$ cat config.mk
export PLATFORM = sky130hd
export DESIGN_NAME = fsm_esteira
export DESIGN_NICKNAME = d
export VERILOG_FILES = /design/src/rtl/esteira_pkg.sv /design/src/rtl/esteira_watchdog.sv /design/src/rtl/fsm_esteira.sv
export SDC_FILE = /design/constraint.sdc
export NUM_CORES = 1
export LEC_CHECK = 0
export ABC_AREA = 1
export CAP_MARGIN = 10
export CORE_AREA = 2 2 39 41
export CTS_BUF_LIST = sky130_fd_sc_hd__clkbuf_4 sky130_fd_sc_hd__clkbuf_8
export CTS_CLUSTER_SIZE = 40
export DETAILED_ROUTE_END_ITERATION = 10
export DIE_AREA = 0 0 41 43
export GPL_ROUTABILITY_DRIVEN = 1
export GPL_TIMING_DRIVEN = 0
export SYNTH_ARGS = -nofsm -noshare
export SYNTH_HDL_FRONTEND = slang
export SYNTH_SLANG_ARGS = --single-unit
$ cat constraint.sdc
create_clock -name CLOCK -period 1.2 [get_ports CLOCK]
set_input_delay 0.24 -clock CLOCK [delete_from_list [all_inputs] [get_ports CLOCK]]
set_output_delay 0.24 -clock CLOCK [all_outputs]
set_load 0.05 [all_outputs]
$ cat src/rtl/esteira_pkg.sv
// ============================================================================
// Module      : esteira_pkg
// Description : Shared constants for the bottle conveyor controller. Holds the
//               3-bit state encoding, the default box size and watchdog limit,
//               and the state-to-output decode helpers.
// Revision    : 1.0 - initial release
// ============================================================================
`default_nettype none

package esteira_pkg;

  // Default configuration
  localparam int c_caixa_tam_def      = 12;
  localparam int c_timeout_ciclos_def = 1000;

  // State encoding (3 bits); codes 101..111 are unused
  localparam logic [2:0] c_st_parado      = 3'b000;
  localparam logic [2:0] c_st_avancando   = 3'b001;
  localparam logic [2:0] c_st_posicionada = 3'b010;
  localparam logic [2:0] c_st_liberando   = 3'b011;
  localparam logic [2:0] c_st_falha       = 3'b100;

  // Belt runs while searching for a bottle and while pushing a full one out
  function automatic logic motor_ligado(input logic [2:0] st);
    return (st == c_st_avancando) || (st == c_st_liberando);
  endfunction

  // Filler may only fill while the bottle is parked
  function automatic logic garrafa_parada(input logic [2:0] st);
    return (st == c_st_posicionada);
  endfunction

endpackage

`default_nettype wire

$ cat src/rtl/esteira_watchdog.sv
// ============================================================================
// Module      : esteira_watchdog
// Description : Stall counter for the conveyor. Clears on request, counts while
//               enabled, and flags expiry once the count reaches
//               TIMEOUT_CICLOS-1 (i.e. on the TIMEOUT_CICLOS-th cycle in a
//               watched state). Saturates at the limit.
// Revision    : 1.0 - initial release
// ============================================================================
`default_nettype none

module esteira_watchdog
  import esteira_pkg::*;
#(
  parameter int TIMEOUT_CICLOS = c_timeout_ciclos_def
) (
  input  logic i_clk,
  input  logic i_rst_n,
  input  logic i_clr,
  input  logic i_en,
  output logic o_expira
);

  localparam int               c_cnt_w = $clog2(TIMEOUT_CICLOS);
  localparam logic [c_cnt_w-1:0] c_lim = c_cnt_w'(TIMEOUT_CICLOS - 1);

  logic [c_cnt_w-1:0] cnt_q;
  logic [c_cnt_w-1:0] cnt_d;

  // Expiry is a function of the registered count only
  assign o_expira = i_en && (cnt_q == c_lim);

  // Clear has priority; otherwise count up to the limit and hold there
  always_comb begin
    cnt_d = cnt_q;
    if (i_clr) begin
      cnt_d = '0;
    end else if (i_en && (cnt_q != c_lim)) begin
      cnt_d = cnt_q + 1'b1;
    end
  end

  // Count register
  always_ff @(posedge i_clk or negedge i_rst_n) begin
    if (!i_rst_n) begin
      cnt_q <= '0;
    end else begin
      cnt_q <= cnt_d;
    end
  end

endmodule

`default_nettype wire

$ cat src/rtl/fsm_esteira.sv
// ============================================================================
// Module      : fsm_esteira
// Description : Conveyor controller feeding the bottle filler. Moore FSM that
//               parks a bottle at the fill station, hands it to the filler via
//               GARRAFA_PRESENTE, releases it once full, and counts bottles per
//               box. Optional stall/jam watchdog enabled by defining the macro
//               ESTEIRA_WATCHDOG_EN; without it FALHA is unreachable and
//               ALARME is tied low.
// Revision    : 1.0 - initial release
// ============================================================================
`default_nettype none

module fsm_esteira
  import esteira_pkg::*;
#(
  parameter int CAIXA_TAM      = c_caixa_tam_def,
  parameter int TIMEOUT_CICLOS = c_timeout_ciclos_def
) (
  input  logic                         CLOCK,
  input  logic                         RESET,
  input  logic                         HABILITA,
  input  logic                         SENSOR_POSICAO,
  input  logic                         GARRAFA_CHEIA,
  output logic                         MOTOR_ESTEIRA,
  output logic                         GARRAFA_PRESENTE,
  output logic [$clog2(CAIXA_TAM)-1:0] CONTADOR_GARRAFAS,
  output logic                         CAIXA_COMPLETA,
  output logic                         ALARME
);

  localparam int                 c_cnt_w   = $clog2(CAIXA_TAM);
  localparam logic [c_cnt_w-1:0] c_cnt_max = c_cnt_w'(CAIXA_TAM - 1);

  // Elaboration-time parameter sanity
  if (CAIXA_TAM < 2) begin : g_chk_caixa
    $error("fsm_esteira: CAIXA_TAM must be >= 2");
  end
  if (TIMEOUT_CICLOS < 2) begin : g_chk_timeout
    $error("fsm_esteira: TIMEOUT_CICLOS must be >= 2");
  end

  logic [2:0]         state_q;
  logic [2:0]         state_d;
  logic [c_cnt_w-1:0] cnt_q;
  logic [c_cnt_w-1:0] cnt_d;
  logic               caixa_completa_q;
  logic               caixa_completa_d;
  logic               wd_expira;

`ifdef ESTEIRA_WATCHDOG_EN
  logic wd_clr;
  logic wd_en;

  // Count only while waiting on the filler or on the belt to clear the bottle;
  // any state change restarts the count from zero.
  assign wd_en  = (state_q == c_st_posicionada) || (state_q == c_st_liberando);
  assign wd_clr = (state_d != state_q);

  esteira_watchdog #(
    .TIMEOUT_CICLOS(TIMEOUT_CICLOS)
  ) u_watchdog (
    .i_clk   (CLOCK),
    .i_rst_n (RESET),
    .i_clr   (wd_clr),
    .i_en    (wd_en),
    .o_expira(wd_expira)
  );
`else
  assign wd_expira = 1'b0;
`endif

  // State register
  always_ff @(posedge CLOCK or negedge RESET) begin
    if (!RESET) begin
      state_q <= c_st_parado;
    end else begin
      state_q <= state_d;
    end
  end

  // Next-state logic; HABILITA is deliberately ignored while a bottle is parked
  always_comb begin
    state_d = state_q;
    case (state_q)
      c_st_parado: begin
        if (HABILITA) begin
          state_d = SENSOR_POSICAO ? c_st_posicionada : c_st_avancando;
        end
      end
      c_st_avancando: begin
        if (SENSOR_POSICAO) begin
          state_d = c_st_posicionada;
        end else if (!HABILITA) begin
          state_d = c_st_parado;
        end
      end
      c_st_posicionada: begin
        // A fill completing on the expiry cycle is still accepted
        if (GARRAFA_CHEIA) begin
          state_d = c_st_liberando;
        end else if (wd_expira) begin
          state_d = c_st_falha;
        end
      end
      c_st_liberando: begin
        // Bottle clearing the station wins over a coincident jam timeout
        if (!SENSOR_POSICAO) begin
          state_d = HABILITA ? c_st_avancando : c_st_parado;
        end else if (wd_expira) begin
          state_d = c_st_falha;
        end
      end
`ifdef ESTEIRA_WATCHDOG_EN
      c_st_falha: begin
        if (!HABILITA) begin
          state_d = c_st_parado;
        end
      end
`endif
      default: begin
        state_d = c_st_parado;
      end
    endcase
  end

  // Moore output decode from the state register only
  always_comb begin
    MOTOR_ESTEIRA    = motor_ligado(state_q);
    GARRAFA_PRESENTE = garrafa_parada(state_q);
`ifdef ESTEIRA_WATCHDOG_EN
    ALARME           = (state_q == c_st_falha);
`else
    ALARME           = 1'b0;
`endif
  end

  // Box counter advances as a released bottle leaves the station
  always_comb begin
    cnt_d            = cnt_q;
    caixa_completa_d = 1'b0;
    if ((state_q == c_st_liberando) && !SENSOR_POSICAO) begin
      if (cnt_q == c_cnt_max) begin
        cnt_d            = '0;
        caixa_completa_d = 1'b1;
      end else begin
        cnt_d = cnt_q + 1'b1;
      end
    end
  end

  // Box counter and box-complete pulse registers
  always_ff @(posedge CLOCK or negedge RESET) begin
    if (!RESET) begin
      cnt_q            <= '0;
      caixa_completa_q <= 1'b0;
    end else begin
      cnt_q            <= cnt_d;
      caixa_completa_q <= caixa_completa_d;
    end
  end

  assign CONTADOR_GARRAFAS = cnt_q;
  assign CAIXA_COMPLETA    = caixa_completa_q;

endmodule

`default_nettype wire
### Word level (Yosys, flattened, before mapping)

Cells that the tools add are included.

* add/subtract/negate cells: 1
* equality and inequality tests: 8
* multiplexer cells: 11
* reduce and logical (&&, ||, !) cells: 5

Operators with widths (number)
* 3-bit 2-to-1 mux: 5
* 3-bit one-hot mux with 4 select lines: 1
* 3-bit by 2-bit == test with 1-bit output, second input constant: 2
* 2-bit inequality test, second input constant: 3
* 4-bit by 1-bit adder with 4-bit output, second input constant: 1
* 4-bit == test, second input constant: 1
* 4-bit 2-to-1 mux: 1
* 4-bit AND reduction: 1
* 3-bit by 1-bit == test with 1-bit output, second input constant: 1
* 3-bit logical NOT: 1
* 1-bit 2-to-1 mux: 3
* 3-bit inequality test, second input constant: 1
* 2-bit 2-to-1 mux: 1
* 1-bit logical AND: 1
* 1-bit logical NOT: 1
* 1-bit logical OR: 1

* bits in registers: 8
* input bits: 5
* output and inout bits: 8
* logic and storage cells: 28

### Logic depth before layout (Yosys ltp)

Gate-level depths: netlist (run 1).

* word-level depth: 3
* depth in mapped cells: 7
* depth with buffers taken out: 7

### Worst setup path before layout (run 1)

OpenSTA, ideal clock, no wires.

* path type: register to register
* from: register cnt_q[1] (netlist: CONTADOR_GARRAFAS[1])
* to: register cnt_q[3] (netlist: CONTADOR_GARRAFAS[3])
* setup time: 119 ps
* arrival: 1259 ps
* required time: 1081 ps
* setup slack: -177 ps
* stages on the path, launching flop included: 7
* path buffers: 0
* clock period less this slack: 1377 ps
* cells stage by stage: dfrtp_1 -> ha_1 -> nand3_1 -> nor2_2 -> inv_1 -> nand2_1 -> nor2_1

* word-level cells in the longest chain between the ends: 2
* elaborated cells between the ends (all ways): 3
* classes of those cells: add/sub (1); eq/ne (1); mux (1)

Ends and longest elaborated chain
* start: declaration: RTL line fsm_esteira.sv:44 `logic [c_cnt_w-1:0] cnt_q;`
* start signal: assignment: RTL line fsm_esteira.sv:157 `cnt_q <= cnt_d;`
* 4-bit by 1-bit adder with 4-bit output / 4-bit == test (equally long branches): RTL line fsm_esteira.sv:146, fsm_esteira.sv:142
* 4-bit 2-to-1 mux (*): RTL line fsm_esteira.sv:142 `if (cnt_q == c_cnt_max) begin`

Mark *: on every way between the ends. The rest lies on a longest branch, timed or not.
A chain may end at the register's enable or synchronous reset.

### Final worst setup path (run 1)

* from: register state_q[0]
* to: output port GARRAFA_PRESENTE

* word-level cells in the longest chain between the ends: 1

Ends and longest elaborated chain
* start: declaration: RTL line fsm_esteira.sv:42 `logic [2:0] state_q;`
* start signal: assignment: RTL line fsm_esteira.sv:75 `state_q <= c_st_parado;`
* start signal: assignment: RTL line fsm_esteira.sv:77 `state_q <= state_d;`
* 3-bit by 2-bit == test with 1-bit output: RTL line esteira_pkg.sv:30 `return (st == c_st_posicionada);`
* end: declaration: RTL line fsm_esteira.sv:25 `output logic GARRAFA_PRESENTE,`

No other way between the ends.

==> results of run 1 <==
## critical path, cell delays in order, from the launching register on
cell     delay, ns
dfrtp_2       0.43
inv_2         0.08
nand2_2       0.05
inv_2         0.06
buf_8         0.13
## report_power, final
group / switching, µW / total, µW / internal [µW] / leakage (µW)
Clock: 90.6 / 240 / 150 / 0.0000184
Sequential: 134 / 478 / 344 / 0.0000845
Combinational: 608 / 958 / 350 / 0.000193
## registers in the layout, indices dropped and copies added (netlist names)
| name | flops |
|---|---|
| CONTADOR_GARRAFAS | 4 |
| state_q | 2 |
| CAIXA_COMPLETA | 1 |
## logic make-up after synthesis
group,Yosys count
adders and majority gates,1
and+or+nand+nor,31
AOI/OAI and AO/OA,5
DFF,7
other,1
buffers and inverters,10
## routing by layer
layer | vias up | GRT usage, % | wire length (µm)
met5 | - | 0 | 0
met1 | 167 | 12.9 | 322
li1 | 202 | - | -
met3 | 4 | 4.71 | 66
met2 | 13 | 14.7 | 329
met4 | 0 | 12.0 | 25
## per-stage QoR
step | std cells | hold slack, ns
6_report | 88 | 0.247
5_1_grt | 88 | 0.270
4_1_cts | 88 | 0.251
3_5_place_dp | 82 | 0.521
3_3_place_gp | 82 | 0.525
2_1_floorplan | 55 | -0.0556
## path summary, 6_finish.rpt
check	startpoint	to	slack (ns)	depth (start not counted)
max	state_q[0]	GARRAFA_PRESENTE	-0.04	4
min	RESET	CONTADOR_GARRAFAS[0]	0.25	1
max reg2reg	state_q[0]	state_q[0]	0.12	7
min reg2reg	CONTADOR_GARRAFAS[3]	CONTADOR_GARRAFAS[2]	0.52	1
max in group asynchronous	RESET	state_q[0]	0.69	1
min in group CLOCK	CONTADOR_GARRAFAS[3]	CONTADOR_GARRAFAS[2]	0.52	1
## placed cells by master (no fill, tap or decap)
master / instances
inv_1: 5
o21ai_0: 3
clkbuf_1: 1
ha_4: 1
inv_2: 2
buf_4: 3
clkinv_2: 1
buf_6: 1
nand2_1: 17
clkbuf_4: 7
dfrtp_1: 3
dfrtp_2: 4
a21oi_1: 1
nand3_2: 2
nand3_1: 6
buf_2: 2
o21ai_1: 1
buf_8: 1
nor2_1: 4
nor2_2: 1
clkdlybuf4s50_1: 4
nand2_2: 1
conb_1: 1
## cell type report
type / instances / area, µm²
well taps: 16 / 20.0
inverters: 8 / 31.3
clock buffers: 4 / 30.0
repair buffers: 13 / 114
fillers: 160 / 802
flip-flops and latches: 7 / 180
plain buffers: 2 / 11.3
multi-input cells: 38 / 195
## repair_timing
item / CTS / global route
setup endpoints to repair: 7 / 6
gates resized for setup: 40 / 8
buffers inserted: 2 / 0
==> metrics.md, run 1 <==
| Metric | Value |
|---|---|
| Outcome | finished with violations |
| Failing checks | negative setup slack |
| Crit path launch type | flip-flop |
| DR iter-0 viols | 0 |
| Design area | 582 µm² |
| Critical Path RT | 0.96 ns |
| Synth Area in XOR/XNOR | 0% |
| Maximum VDD drop | 1170 µV |
| Die area | 1760 µm² |
| Ant. Diodes | 0 |
| Critical Path AT | 1.00 ns |
| Layout cells sized above 1 | 36.1% |
| Input/output buffers | 11 |
| H-Tree Level Count | 1 |
| Worst hold path type | in2async |
| Clock Path Buffers | 2 |
| FF+latch count, synth | 7 |
| Dpl cell area | 543 µm² |
| Post-synthesis sequential area ratio | 44.0% |
| CTS Buf Count | 3 |
| Clock tree sinks | 7 |
| Top-count cell post-synth | nand2_1 |
| F_max | between 800 and 900 MHz |
| Root Driver | clkbuf_4 |
| Grt ovf | 0 |
| Mapped Nets | between 60 and 70 |
| Post-Synth Adder-Cell Area | about 3.1% |
| Gr usage total | a little under an eighth |
| Commonest cells post-synth | nand2_1 (18), dfrtp_1 (7), inv_1 (7), nand3_1 (6), nor2_1 (4) |
| Final setup margin | -0.0442 ns |
| Row count | 14 |
| Tcrit/Tclk final | 104% |
| Pre-CTS setup slack | -0.498 ns |
| Final Util | a little over two fifths |
| LEAKAGE | 0.000295 µW |
| # IOs | 13 |
| Warnings from Yosys | 0 |
| Initial DRT Pass Iterations | 1 |
| Cell Area, Synth | around 400 µm² |
| Critical path class | reg2out |
| Die width | 41 µm |
| Core ar. | 1380 µm² |
| Initial Util | 28.8% |
| Post-synthesis simple-gate area fraction | approximately a third |
| Final net count | 79 |
| Number of synthesized flops with an enable pin | 0 |
| Clk pin slew, worst setup/hold paths | 0.05 ns |
| First-pass GRT wire length | 1270 µm |
| Top_reg_cell synth | dfrtp_1 |
| Average size of a mapped cell | 7.23 µm² |
| Cts hold-fix bufs | 0 |
| Largest family of logic cells by synthesized area | simple AND/OR/NAND/NOR gates |
| Final hold violation count | 0 |
| Die Y | between 40 and 50 µm |
| Pwr dens | 2880 nW/µm² |
| Largest net degree at the start of global routing | 8 |
| Routed len/inst | between 8 and 9 µm |
| Post-DP HPWL | 566 µm |
| Latest clock arrival within the worst-skew pair | approximately 0.25 ns |
| Number of global-route vias before repair | 327 |
| Period minus WS final | between 1 and 1.5 ns |
| Multiplexer share of the synthesized area | 0% |
| Via count | 386 |
| Final Setup Violations | 1 |
| Synth area leaders | dfrtp_1 (44%), nand2_1 (17%), nand3_1 (7.5%) |
| RSZ-0062 raised after global routing | true |
| Max Cap Viol | 0 |
| Final Slew Violations | 0 |
| Area leader, netlist | dfrtp_1 |
| Power consumption | 1680 µW |
| Mapped Cells | 55 |
| Clock skew | a little over 0.0007 ns |
| WL final | roughly 740 µm |
| Asr flop ratio synth | 100% |
| Post-synthesis compound-gate area fraction | approximately 6.3% |
| GP Congestion | 0.699 |
| Setup TNS Final | -0.0442 ns |
| Initial antenna violation count | 0 |
| Worst-path fanout max | 4 |
| Post-synth top area share | 44.0% |
| Routed Antenna Nets | 0 |
| Distinct cells, synth | 15 |
| Vias per cell | 4.39 |
| CTS tree | done |
| Critical Path End Type | output pin |
| Residual DRC | 0 |
| Area grow syn2layout | 46.2% |
Power figures use the tool's default switching activity.
==> inputs of run 2 (changes only) <==
--- a/config.mk
+++ b/config.mk
@@ -13,7 +13,6 @@
 export DETAILED_ROUTE_END_ITERATION = 10
 export DIE_AREA = 0 0 41 43
 export GPL_ROUTABILITY_DRIVEN = 1
-export GPL_TIMING_DRIVEN = 0
 export SYNTH_ARGS = -nofsm -noshare
 export SYNTH_HDL_FRONTEND = slang
 export SYNTH_SLANG_ARGS = --single-unit
==> metrics.md, run 2 (synthesis results as in run 1) <==
| Metric | Value |
|---|---|
| Initial antenna violation count | 0 (unchanged) |
| Fillers | 130 (-19%) |
| Worst Reg-to-Reg Cells | 7 (unchanged) |
| F_max | 819 MHz (+1.9%) |
| Ant. Diodes | 0 (unchanged) |
| P_sw | 899 µW (+8.1%) |
| Final net count | 82 (+3.8%) |
| Initial Util | 28.8% (unchanged) |
| R2r endpoint | state_q[0] |
| Pwr dens | 2910 nW/µm² (+0.86%) |
| Final hold violation count | 0 (unchanged) |
| Critical Path RT | 0.96 ns (about the same) |
| Cts hold-fix bufs | 0 (unchanged) |
| Grt ovf | 0 (unchanged) |
| Row count | 14 (unchanged) |
| Critical Path End Type | output pin |
| Reg2reg start | state_q[0] |
| Residual DRC | 0 (unchanged) |
| Clock skew | 0.00354 ns (+0.00282 ns) |
| Layout cells sized above 1 | 38.7% (+2.6 points) |
| Vias per cell | 4.46 (+1.7%) |
| Initial DRT Pass Iterations | 4 (+3) |
| DR iter-0 viols | 12 (+12) |
| Commonest non-fill, non-tap cells in the layout | nand2_1 (17), buf_12 (7), buf_4 (7) |
| Final Slew Violations | 0 (unchanged) |
| Routed len/inst | 9.07 µm (+7.4%) |
| Power consumption | 2000 µW (+19%) |
| Die width | 41 µm (unchanged) |
| First-pass GRT wire length | 1440 µm (+14%) |
| Most common cell after layout, fill and taps aside | nand2_1 |
| LEAKAGE | 0.000338 µW (+14%) |
| CTS Buf Count | 3 (unchanged) |
| Worst hold path type | in2async |
| H-Tree Level Count | 1 (unchanged) |
| Root Driver | clkbuf_4 |
| Die area | 1760 µm² (unchanged) |
| RSZ-0062 raised after global routing | true |
| # IOs | 13 (unchanged) |
| Gr usage total | 13.0% (+1.6 points) |
| Dpl cells | 83 (+1.2%) |
| Critical Path AT | 0.98 ns (-0.02 ns) |
| Tcrit/Tclk final | 102% (-1.9 points) |
| Input/output buffers | 11 (unchanged) |
| R2R setup slack | 0.08 ns (-0.04 ns) |
| Reg power frac | 24.3% (-4.2 points) |
| Final setup margin | -0.0211 ns (+0.0231 ns) |
| Final Setup Violations | 2 (+1) |
| Latest clock arrival within the worst-skew pair | 0.26 ns (about the same) |
| Post-DP HPWL | 632 µm (+12%) |
| Clk pin slew, worst setup/hold paths | 0.05 ns (about the same) |
| Final Non-Filler Cells | 91 (+3.4%) |
| Number of global-route vias before repair | 370 (+13%) |
| Critical path class | reg2out |
| Largest net degree at the start of global routing | 8 (unchanged) |
| GP Congestion | 0.724 (+3.6%) |
| Failing checks | negative setup slack |
| Core ar. | 1380 µm² (unchanged) |
| Comb power frac | 63.5% (+6.3 points) |
| CTS tree | done |
| Clock Path Buffers | 2 (unchanged) |
| Worst-path fanout max | 3 (-1) |
| Max Cap Viol | 0 (unchanged) |
| Clock tree sinks | 7 (unchanged) |
| Maximum VDD drop | 1150 µV (-2.4%) |
| Max FFs per register | 4 (unchanged) |
| Routed Antenna Nets | 0 (unchanged) |
| Internal Power | 1100 µW (+30%) |
| Area grow syn2layout | 73.0% |
| Part of the power in the clock network | 12.1% (-2.2 points) |
| Final Util | 49.7% (+7.7 points) |
| Switch share | 45.0% (-4.7 points) |
| Setup TNS Final | -0.0295 ns (+0.0147 ns) |
| Crit path launch type | flip-flop |
| Period minus WS final | 1.22 ns (-0.0231 ns) |
| Via count | 406 (+5.2%) |
| WL final | 825 µm (+11%) |
| Outcome | finished with violations |
| Die Y | 43 µm (unchanged) |
run 2: cell count changes in the layout (fill, tap and decap cells not counted), moves of 2 or more:
cell      delta
buf_12       +7
buf_4        +4
clkbuf_4     -3
buf_2        -2
run 2: how the worst max path moves through the flow:
stage | startpoint | endpoint | slack (ns) | cells after the start
global route | state_q[0] | GARRAFA_PRESENTE | -0.07 | 4
global placement | SENSOR_POSICAO | CONTADOR_GARRAFAS[3] | -0.05 | 7
detailed placement | SENSOR_POSICAO | CONTADOR_GARRAFAS[3] | -0.1 | 7
CTS | state_q[0] | GARRAFA_PRESENTE | -0.03 | 4
floorplan | CONTADOR_GARRAFAS[3] | CONTADOR_GARRAFAS[3] | 0.01 | 5
finish | state_q[0] | GARRAFA_PRESENTE | -0.02 | 4
run 2: stage by stage:
step                setup WS [ns]  instance area (µm²)  hold slack, ns
detailed placement        -0.0954                  624           0.526
finish                    -0.0211                  688           0.240
floorplan                  0.0103                  413         -0.0556
CTS                       -0.0349                  688           0.247
global placement          -0.0541                  624           0.527
global route              -0.0652                  688           0.273
run 2: what timing repair did:
| action | CTS | global route |
|---|---|---|
| resized for setup | 4 | 1 |
| buffers inserted | 4 | 0 |
| hold endpoints to repair | 0 | 0 |
| endpoints found under the setup margin | 2 | 3 |
run 2: cell type report:
type                       count  area, µm²  share of cell area, %
timing repair buffer          18        233                   33.8
multi-input combinational     38        195                   28.4
sequential                     7        179                   26.0
inverter                       8       31.3                   4.55
clock buffer                   4       30.0                   4.36
tap                           16       20.0                   2.91
run 2: power groups by stage:
stage / logic, µW / clock network (µW) / registers (µW)
floorplan: 445 / 0 / 660
global placement: 1120 / 0 / 509
finish: 1270 / 243 / 486
global route: 1360 / 262 / 501
detailed placement: 1130 / 0 / 516
CTS: 1280 / 252 / 488
run 2: per-layer routing:
metal / up-vias / track usage, % / wire length [µm]
li1: 209 / - / -
met1: 177 / 13.1 / 311
met2: 17 / 19.4 / 413
met3: 3 / 4.71 / 70
met4: 0 / 12.0 / 29
met5: - / 0 / 0
run 2: critical path, stage by stage, from the launching register on:
cell and delay (ns):
dfrtp_1 0.41, inv_2 0.08, nand2_2 0.05, inv_2 0.06, buf_12 0.13
